$ cat src/rtl/cpu_pkg.sv
// Shared constants for the MIPS core front end: pc_src encodings, default vectors
// and instruction alignment.
package cpu_pkg;

  localparam logic [2:0] PCSRC_SEQ   = 3'b000;
  localparam logic [2:0] PCSRC_BR    = 3'b001;
  localparam logic [2:0] PCSRC_J     = 3'b010;
  localparam logic [2:0] PCSRC_JR    = 3'b011;
  localparam logic [2:0] PCSRC_ILLOP = 3'b100;
  localparam logic [2:0] PCSRC_XADR  = 3'b101;

  localparam logic [31:0] START_VEC = 32'h0000_0000;
  localparam logic [31:0] ILLOP_VEC = 32'h8000_0004;
  localparam logic [31:0] XADR_VEC  = 32'h8000_0008;

  localparam int INSTR_ALIGN = 2;

  // True when pc_src moves the PC somewhere other than pc+4.
  function automatic logic is_redirect(logic [2:0] src, logic cond);
    return !((src == PCSRC_SEQ) || ((src == PCSRC_BR) && !cond));
  endfunction

endpackage

$ cat src/rtl/pc_sequencer_irq_sync.sv
// irq_sync: multi-flop synchroniser for the async irq level, rising-edge detect
// and a sticky pending flag that only an explicit clear drops.
module irq_sync #(
  parameter int SYNC_STAGES = 2
) (
  input  logic clk_i,
  input  logic rst_i,
  input  logic irq_i,
  input  logic clr_i,
  output logic pending_o
);

  logic [SYNC_STAGES-1:0] sync_q;
  logic                   lvl_prev_q;
  logic                   pend_q, pend_d;
  logic                   rise;

  assign rise = sync_q[SYNC_STAGES-1] & ~lvl_prev_q;
  // A new edge wins over a same-cycle clear so no request is dropped.
  assign pend_d    = rise | (pend_q & ~clr_i);
  assign pending_o = pend_q;

  always_ff @(posedge clk_i or posedge rst_i) begin
    if (rst_i) begin
      sync_q     <= '0;
      lvl_prev_q <= 1'b0;
      pend_q     <= 1'b0;
    end else begin
      sync_q     <= {sync_q[SYNC_STAGES-2:0], irq_i};
      lvl_prev_q <= sync_q[SYNC_STAGES-1];
      pend_q     <= pend_d;
    end
  end

endmodule

$ cat src/rtl/pc_sequencer.sv
// pc_sequencer: program counter / next-PC select with irq and exception vectoring,
// EPC capture and an optional redirect trace buffer (enabled by PC_TRACE_EN).
module pc_sequencer
  import cpu_pkg::*;
#(
  parameter int          ADDR_W      = 32,
  parameter logic [31:0] START       = START_VEC,
  parameter logic [31:0] ILLOP       = ILLOP_VEC,
  parameter logic [31:0] XADR        = XADR_VEC,
  parameter int          SYNC_STAGES = 2,
  parameter int          TRACE_DEPTH = 8,
  localparam int         IDX_W       = (TRACE_DEPTH > 1) ? $clog2(TRACE_DEPTH) : 1
) (
  input  logic              clk,
  input  logic              reset,
  input  logic              advance,
  input  logic [2:0]        pc_src,
  input  logic              cond,
  input  logic [31:0]       imm32,
  input  logic [25:0]       jt,
  input  logic [ADDR_W-1:0] reg_target,
  input  logic              illegal_op,
  input  logic              irq_in,
  output logic [ADDR_W-1:0] pc,
  output logic [ADDR_W-1:0] pc_plus4,
  output logic              kernel,
  output logic              irq_take,
  output logic              exc_take,
  output logic [ADDR_W-1:0] epc,
  input  logic [IDX_W-1:0]  trace_idx,
  output logic [ADDR_W-1:0] trace_pc
);

  localparam int LW = ADDR_W - 1;
  localparam logic [ADDR_W-1:0] START_A = START[ADDR_W-1:0];
  localparam logic [ADDR_W-1:0] ILLOP_A = ILLOP[ADDR_W-1:0];
  localparam logic [ADDR_W-1:0] XADR_A  = XADR[ADDR_W-1:0];

  logic [ADDR_W-1:0] pc_q, pc_d;
  logic [ADDR_W-1:0] epc_q, epc_d;
  logic [ADDR_W-1:0] target, br_target;
  logic [LW-1:0]     br_off;
  logic              misaligned, pending, irq_clr;

  assign pc       = pc_q;
  assign epc      = epc_q;
  assign kernel   = pc_q[ADDR_W-1];
  // Increments only touch the low bits; the kernel bit is never carried into.
  assign pc_plus4 = {pc_q[ADDR_W-1], pc_q[LW-1:0] + LW'(4)};
  assign br_off    = {imm32[ADDR_W-4:0], 2'b00};
  assign br_target = {pc_q[ADDR_W-1], pc_plus4[LW-1:0] + br_off};

  always_comb begin
    target = START_A;
    case (pc_src)
      PCSRC_SEQ:   target = pc_plus4;
      PCSRC_BR:    target = cond ? br_target : pc_plus4;
      PCSRC_J:     target = {pc_q[ADDR_W-1:28], jt, 2'b00};
      PCSRC_JR:    target = reg_target;
      PCSRC_ILLOP: target = ILLOP_A;
      PCSRC_XADR:  target = XADR_A;
      default:     target = START_A;
    endcase
  end

  assign misaligned = (pc_src == PCSRC_JR) && (reg_target[INSTR_ALIGN-1:0] != '0);
  assign exc_take   = illegal_op | misaligned;
  assign irq_take   = pending & ~kernel & ~exc_take;
  assign irq_clr    = advance & irq_take;

  irq_sync #(.SYNC_STAGES(SYNC_STAGES)) u_irq_sync (
    .clk_i     (clk),
    .rst_i     (reset),
    .irq_i     (irq_in),
    .clr_i     (irq_clr),
    .pending_o (pending)
  );

  always_comb begin
    pc_d  = pc_q;
    epc_d = epc_q;
    if (advance) begin
      if (exc_take) begin
        pc_d  = XADR_A;
        epc_d = pc_q;
      end else if (irq_take) begin
        pc_d  = ILLOP_A;
        epc_d = pc_q;
      end else begin
        pc_d = target;
      end
    end
  end

  always_ff @(posedge clk or posedge reset) begin
    if (reset) begin
      pc_q  <= START_A;
      epc_q <= '0;
    end else begin
      pc_q  <= pc_d;
      epc_q <= epc_d;
    end
  end

`ifdef PC_TRACE_EN
  logic [ADDR_W-1:0] trace_q [TRACE_DEPTH];
  logic [IDX_W-1:0]  wr_ptr_q, wr_ptr_d, rd_ptr;
  logic              trace_wr;

  assign trace_wr = advance & (exc_take | irq_take | is_redirect(pc_src, cond));
  assign wr_ptr_d = trace_wr ? wr_ptr_q + IDX_W'(1) : wr_ptr_q;
  // wr_ptr points at the next free slot, so the newest entry sits one behind it.
  assign rd_ptr   = wr_ptr_q - IDX_W'(1) - trace_idx;
  assign trace_pc = trace_q[rd_ptr];

  always_ff @(posedge clk or posedge reset) begin
    if (reset) begin
      for (int i = 0; i < TRACE_DEPTH; i++) trace_q[i] <= '0;
      wr_ptr_q <= '0;
    end else begin
      if (trace_wr) trace_q[wr_ptr_q] <= pc_d;
      wr_ptr_q <= wr_ptr_d;
    end
  end
`else
  logic unused_trace;
  assign unused_trace = ^trace_idx;
  assign trace_pc     = '0;
`endif

  // Upper immediate bits fall off the top of the shifted branch offset.
  logic unused_imm;
  assign unused_imm = ^imm32;

endmodule

$ cat config.mk
export PLATFORM = sky130hd
export DESIGN_NAME = pc_sequencer
export DESIGN_NICKNAME = d
export VERILOG_FILES = /design/src/rtl/cpu_pkg.sv /design/src/rtl/pc_sequencer_irq_sync.sv /design/src/rtl/pc_sequencer.sv
export SDC_FILE = /design/constraint.sdc
export NUM_CORES = 1
export LEC_CHECK = 0
export CAP_MARGIN = 10
export CORE_ASPECT_RATIO = 1.75
export CORE_MARGIN = 4
export CORE_UTILIZATION = 65
export DETAILED_ROUTE_END_ITERATION = 8
export DONT_BUFFER_PORTS = 1
export PLACE_DENSITY = 0.81
export SKIP_LAST_GASP = 1
export SYNTH_ARGS = -nofsm -noshare
export SYNTH_HDL_FRONTEND = slang
export SYNTH_SLANG_ARGS = --single-unit
$ cat constraint.sdc
create_clock -name clk -period 4.2 [get_ports clk]
set_input_delay 0.63 -clock clk [delete_from_list [all_inputs] [get_ports clk]]
set_output_delay 0.63 -clock clk [all_outputs]
set_load 0.005 [all_outputs]
==> results.txt, run 1 <==
largest area contributor in the netlist: dfrtp_1
DIE AREA: 10500 um^2
number of global-route vias before repair: 5635
ranking of synthesized cells by area: dfrtp_1 (29%), ha_1 (7.4%), mux2_2 (5.1%), o21ai_0 (4.9%), buf_4 (4.8%)
residual DRC count: 0
Most used DFF post-synth: dfrtp_1
leak pwr: 0.00290 uW
synthesized area: 5780 um^2
syn avg cell area: 8.73 um^2
CP endpoint kind: flip-flop
Max-cap violations: 0
clk_lat worst skew: 340 ps
Layout Nets: 811
Hold Fails Final Rpt: 0
CTS root buf: clkbuf_16
area grow syn2layout: 7.75%
post-route minimum period: 3970 ps
EDFF count, synth: 0
DPL Wire Length: 14800 um
Pre-antenna DRT Iters: 8
r2r worst-path depth: 16
final max-slew violation count: 0
startpoint types: flip-flop
cts bufs inserted: 9
Max VDD drop: 0.205 mV
Clock transition at path regs: 60 ps
Initial DRC Count: 531
Yosys top cell area share: 29.4%
share of layout cells above drive strength 1: 15.0%
setup_tns: 0 ps
WL/cell: 24.9 um
Routed Antenna Nets: 0
hold slack: 269 ps
CTS sink cnt: 68
Worst-Margin Slew: 918 ps
number of port buffers: 0
antenna cells: 0
pwr dens: 340 nW/um^2
Final WS setup: 233 ps
Setup WS pre-CTS: 249 ps
final setup vio count: 0
first-pass GRT wire length: 29600 um
slew margin rel.: 38.6%
CTS max path bufs: 2
grt total ovfl: 0
H-tree Lvls: 3
Die Height: 133 um
Hold Crit Class: in -> async
Post CTS Setup Buffer Count: 0
most frequent cell after synthesis: dfrtp_1
via density per instance: 6.97
synth warn: 0
CP Class: reg -> reg
GPL Wtd Cong: 0.999
clock skew: 4.34 ps
critical path fanouts, max: 9
post-synthesis sequential area ratio: 29.4%
Yosys cell types: 69
Starting Density: 66.6%
via count: 5541
initial antenna violation count: 0
Async SR Flop Fraction: 100%
CTS tree: yes
Arrival @ worst endpoint: 4190 ps
Synth top cells by count: dfrtp_1 (68), o21ai_0 (56), nor2_1 (48)
Die Wd: 79.3 um
Cells after Synth: 662
outcome: finished clean
Req. time, crit path: 4420 ps
Core ar.: 8670 um^2
All-Layer GR Usage: 36.9%
r2r setup slk: 230 ps
RSZ-0062 raised after global routing: no
Max Fclk: 252 MHz
Yosys reg bits: 68
Tcrit/Tclk final: 94.5%
Ports: 233
Rows: 45
Post-Route WL: 19800 um
pin count of the biggest net entering global routing: 40
path summary, 6_finish.rpt:
kind / endpoint / from
worst max-delay path: pc[27] / pc[11]
worst min-delay path: epc[4] / reset
worst max register to register: pc[27] / pc[11]
worst min register to register: u_irq_sync.sync_q[1] / u_irq_sync.sync_q[0]
max in group asynchronous: pc[22] / reset
min in group clk: u_irq_sync.sync_q[0] / irq_in
layer usage:
| metal | up-vias | wire length (um) | track usage [%] |
|---|---|---|---|
| met2 | 373 | 9910 | 62.3 |
| met1 | 2650 | 6360 | 38.2 |
| met4 | 0 | 1640 | 28.7 |
| li1 | 2404 | - | - |
| met3 | 114 | 1850 | 8.65 |
| met5 | - | 0 | 0 |
cell families after synthesis:
kind of cell / after synthesis / share of synthesized area, %
other: 1 / 0.0649
buffers and inverters: 89 / 8.38
adders and majority gates: 35 / 7.71
DFF: 68 / 29.4
xor gates and xnor gates: 47 / 7.45
AOI/OAI and AO/OA: 202 / 23.4
muxes: 38 / 7.15
and+or+nand+nor: 182 / 16.4
metrics by stage:
stage               instances  power [uW]  utilization (%)  instance area [um^2]
floorplan                 693        1250                -                  5890
global placement          780        1350             68.3                  5920
detailed placement        780        1370             68.3                  5920
CTS                       795        2110             71.5                  6200
global route              795        2210             71.8                  6230
finish                    795        2120             71.8                  6230
worst max-delay path, stage by stage (launching register included):
cell	delay, ps
dfrtp_1	480
and4_2	320
and3_2	260
and3_1	200
and2_1	220
nand3_1	140
xnor2_2	260
ha_1	370
o21a_1	220
a21oi_1	130
buf_4	160
o21bai_1	70
a21oi_1	350
mux2i_1	150
a221oi_1	260
o41a_1	190
nand3_1	60
layout make-up:
| cell class | instances | area [um^2] |
|---|---|---|
| clock buffer | 10 | 229 |
| tap | 117 | 146 |
| inverter | 25 | 93.8 |
| sequential | 68 | 1700 |
| clock inverter | 5 | 53.8 |
| fill | 724 | 2440 |
| multi-input combinational | 536 | 3740 |
| timing repair buffer | 34 | 255 |
report_power, final:
group	switching [uW]	internal [uW]
sequential	81.8	719
clock	290	454
combinational	341	234
total	712	1410
registers in the layout, indices dropped and copies added (netlist names):
name	count
u_irq_sync.pending_o	1
pc	32
u_irq_sync.lvl_prev_q	1
u_irq_sync.sync_q	2
epc	32
cell usage in the layout (no fill, tap or decap), types with 9 or more instances in the layout:
cell type	Yosys	layout
dfrtp_1	68	66
o21ai_0	56	55
nor2_1	48	48
nand2_1	45	44
a21oi_1	38	37
ha_1	34	34
buf_4	37	34
conb_1	1	32
xnor2_1	27	26
mux2_2	26	26
nand3_1	24	24
inv_1	23	22
xor2_1	19	19
a222oi_1	12	12
mux2i_1	12	12
a21o_1	12	12
o211ai_1	10	10
clkbuf_16	0	9
repair_timing:
| action | 4_1_cts | 5_1_grt |
|---|---|---|
| endpoints found under the setup margin | 0 | 5 |
| hold buffers | 0 | 0 |
| resized for setup | 0 | 7 |
Power figures use the tool's default switching activity.
==> run 2, diff against run 1 <==
Settings changed: HOLD_SLACK_MARGIN from default to 0.08.
==> results of run 2 <==
Same layout as run 1: the final DEF is identical, and so are final timing and power.
==> run 3, diff against run 2 <==
Settings changed: CORE_ASPECT_RATIO 1.75 to default, SETUP_SLACK_MARGIN from default to 0.2, SYNTH_HIERARCHICAL from default to 1.
==> results.txt, run 3 <==
capture point of the worst reg-to-reg path: pc[28]
GPL Wtd Cong: 0.929 (-7.0%)
Worst-Margin Slew: 753 ps (-165 ps)
startpoint types: flip-flop
sequential power share: 41.3% (+3.5 points)
CTS tree: yes
Async SR Flop Fraction: 100% (unchanged)
Max Fclk: 267 MHz (+5.9%)
RSZ-0062 raised after global routing: no
synthesized area: 5900 um^2 (+2.0%)
DIE AREA: 10700 um^2 (+1.3%)
# fillers: 736 (+1.7%)
Simple-Gate Fraction of Synth Area: 18.1% (+1.7 points)
residual DRC count: 0 (unchanged)
Yosys reg bits: 68 (unchanged)
ranking of synthesized cells by area: dfrtp_1 (29%), ha_1 (7.2%), nand2_1 (5.0%), xnor2_1 (4.8%), buf_4 (4.7%)
mux cell area share after synthesis: 7.77% (+0.62 points)
CTS max path bufs: 2 (unchanged)
outcome: finished clean
register area: 1710 um^2 (+0.29%)
hold slack: 284 ps (+15.8 ps)
number of global-route vias before repair: 4997 (-11%)
WL/cell: 22.1 um (-11%)
placed insts: 776 (-0.51%)
Ports: 233 (unchanged)
grt total ovfl: 0 (unchanged)
DPL Wire Length: 13500 um (-9.1%)
CTS root buf: clkbuf_8
Starting Density: 67.3% (+0.64 points)
main combinational cell family by area after synthesis: compound AO/OA/AOI/OAI gates
first-pass GRT wire length: 26200 um (-11%)
syn avg cell area: 8.52 um^2 (-2.4%)
CTS sink cnt: 68 (unchanged)
leak pwr: 0.00281 uW (-3.0%)
final max-slew violation count: 0 (unchanged)
All-Layer GR Usage: 32.1% (-4.7 points)
share of layout cells above drive strength 1: 14.1% (-0.95 points)
EDFF count, synth: 0 (unchanged)
setup_tns: 0 ps (unchanged)
Layout Nets: 820 (+1.1%)
via density per instance: 6.55 (-6.1%)
Post-Synth Adder-Cell Area: 7.56% (-0.15 points)
P_sw: 629 uW (-12%)
synth warn: 6 (+6)
final setup vio count: 0 (unchanged)
Tcrit/Tclk final: 89.2% (-5.3 points)
most frequent cell after synthesis: nand2_1
Buf+Inv Stages, Crit Path: 1 (unchanged)
Crit path max-delay family: simple AND/OR/NAND/NOR gates
pin count of the biggest net entering global routing: 45 (+13%)
Die Wd: 103 um (+30%)
r2r worst-path depth: 15 (-1)
Yosys top cell area share: 28.9% (-0.59 points)
commonest non-fill, non-tap cell in the layout: nand2_1
r2r setup slk: 450 ps (+220 ps)
r2r startpoint: pc[2]
CP max stage delay: 450 ps (-30 ps)
antenna cells: 0 (unchanged)
most frequent cells in the layout: nand2_1 (78), dfrtp_1 (62), a21oi_1 (46)
Clock transition at path regs: 80 ps (+20 ps)
Initial DRC Count: 301 (-43%)
post-route minimum period: 3750 ps (-221 ps)
Arrival @ worst endpoint: 4020 ps (-170 ps)
Post-Route WL: 17600 um (-11%)
clk_lat worst skew: 350 ps (about the same)
slew margin rel.: 49.7% (+11 points)
pwr dens: 303 nW/um^2 (-11%)
Int Pwr: 1230 uW (-12%)
Non-Filler Instances: 796 (+0.13%)
XOR/XNOR Fraction of Synth Area: 7.72% (+0.28 points)
Most used DFF post-synth: dfrtp_1
Core ar.: 8760 um^2 (+1.1%)
area grow syn2layout: 4.18%
largest area contributor in the netlist: dfrtp_1
Critical-path top delay cell: or4_1
H-tree Lvls: 3 (unchanged)
Die Height: 103 um (-22%)
Req. time, crit path: 4480 ps (+60 ps)
number of port buffers: 0 (unchanged)
Max VDD drop: 0.162 mV (-21%)
Cells after Synth: 692 (+4.5%)
Comb pwr share: 25.6% (-1.5 points)
CP endpoint kind: flip-flop
clock network fraction of design power: 33.1% (-2.0 points)
post-synthesis sequential area ratio: 28.9% (-0.59 points)
Rows: 34 (-24%)
Pre-antenna DRT Iters: 5 (-3)
Cell Chain, Critical Path: ha_1 > nand2_1 > nor3_4 > buf_4 > nand3_1 > xnor2_1 > ha_1 > nand2_1 > a211oi_1 > o21ai_1 > a21bo_2 > a21oi_2 > a41oi_1 > or4_1 > nand3_1
critical path fanouts, max: 6 (-3)
Routed Antenna Nets: 0 (unchanged)
Hold Crit Class: in -> async
multi-input logic area: 3840 um^2 (+2.6%)
compound-cell area share of the yosys netlist: 21.3% (-2.1 points)
CP Class: reg -> reg
via count: 5212 (-5.9%)
Yosys cell types: 78 (+13%)
initial antenna violation count: 0 (unchanged)
clock skew: 11.3 ps (+6.99 ps)
Sw Share: 33.8% (+0.19 points)
Synth top cells by count: nand2_1 (79), dfrtp_1 (68), a21oi_1 (47)
cts bufs inserted: 9 (unchanged)
Hold Fails Final Rpt: 0 (unchanged)
Max-cap violations: 0 (unchanged)
==> run 3: cell types whose count changed after synthesis, sizes merged, moves of 8 or more <==
cell | previous run | this run
a222oi | 12 | 3
nand2 | 45 | 79
mux2i | 12 | 21
a21oi | 38 | 51
nand2b | 4 | 12
o211ai | 10 | 2
==> run 3: final cells by class <==
cell class	count	share of cell area, %
Inverter	30	1.83
Timing Repair Buffer	16	2.00
Clock buffer	9	2.02
Multi-Input combinational cell	558	62.5
Sequential cell	68	27.8
Tap cell	108	2.20
Clock inverter	7	1.61
==> run 3: worst max-delay path by stage <==
stage	from	endpoint	slack, ps	cells after the start
4_1_cts	pc[11]	pc[30]	200	15
3_3_place_gp	pc[11]	pc[30]	360	15
3_5_place_dp	pc[11]	pc[30]	240	15
5_1_grt	pc[13]	pc[30]	200	16
6_report	pc[2]	pc[28]	450	15
2_1_floorplan	pc[10]	pc[30]	740	16
==> run 3: logic make-up after synthesis <==
| group | Yosys count |
|---|---|
| multiplexers | 42 |
| other | 1 |
| AND/OR/NAND/NOR | 212 |
| adder cells (fa/ha/maj) | 35 |
| flip-flops | 68 |
| buffers and inverters | 97 |
| XOR/XNOR | 49 |
| AO/OA/AOI/OAI | 188 |
==> run 3: layer usage <==
metal / share of wire (%) / up-vias / track usage [%] / wire (um)
li1: - / 2395 / - / -
met1: 38 / 2477 / 39.9 / 6720
met2: 48 / 297 / 53.2 / 8500
met3: 11 / 43 / 9.79 / 1930
met4: 2.5 / 0 / 11.2 / 437
met5: 0 / - / 0 / 0
==> run 3: through the flow <==
step / worst slack, ps / instance area, um^2 / total power, uW / utilization (%)
floorplan: 744 / 6010 / 1170 / -
global placement: 356 / 5850 / 1230 / 66.7
detailed placement: 242 / 5850 / 1250 / 66.7
CTS: 203 / 6080 / 1860 / 69.4
global route: 196 / 6140 / 1960 / 70.1
finish: 454 / 6140 / 1860 / 70.1
==> run 3: repair_timing <==
item / in CTS / in global routing
endpoints found under the hold margin: 4 / 0
setup buffers: 0 / 3
resized for setup: 0 / 13
hold buffers: 1 / 0
setup endpoints to repair: 0 / 6
==> run 3: power by group through the flow <==
stage	logic, uW	clock network (uW)	registers, uW
3_3_place_gp	453	0	778
2_1_floorplan	406	0	761
3_5_place_dp	465	0	780
6_report	476	617	769
5_1_grt	528	657	776
4_1_cts	469	622	767
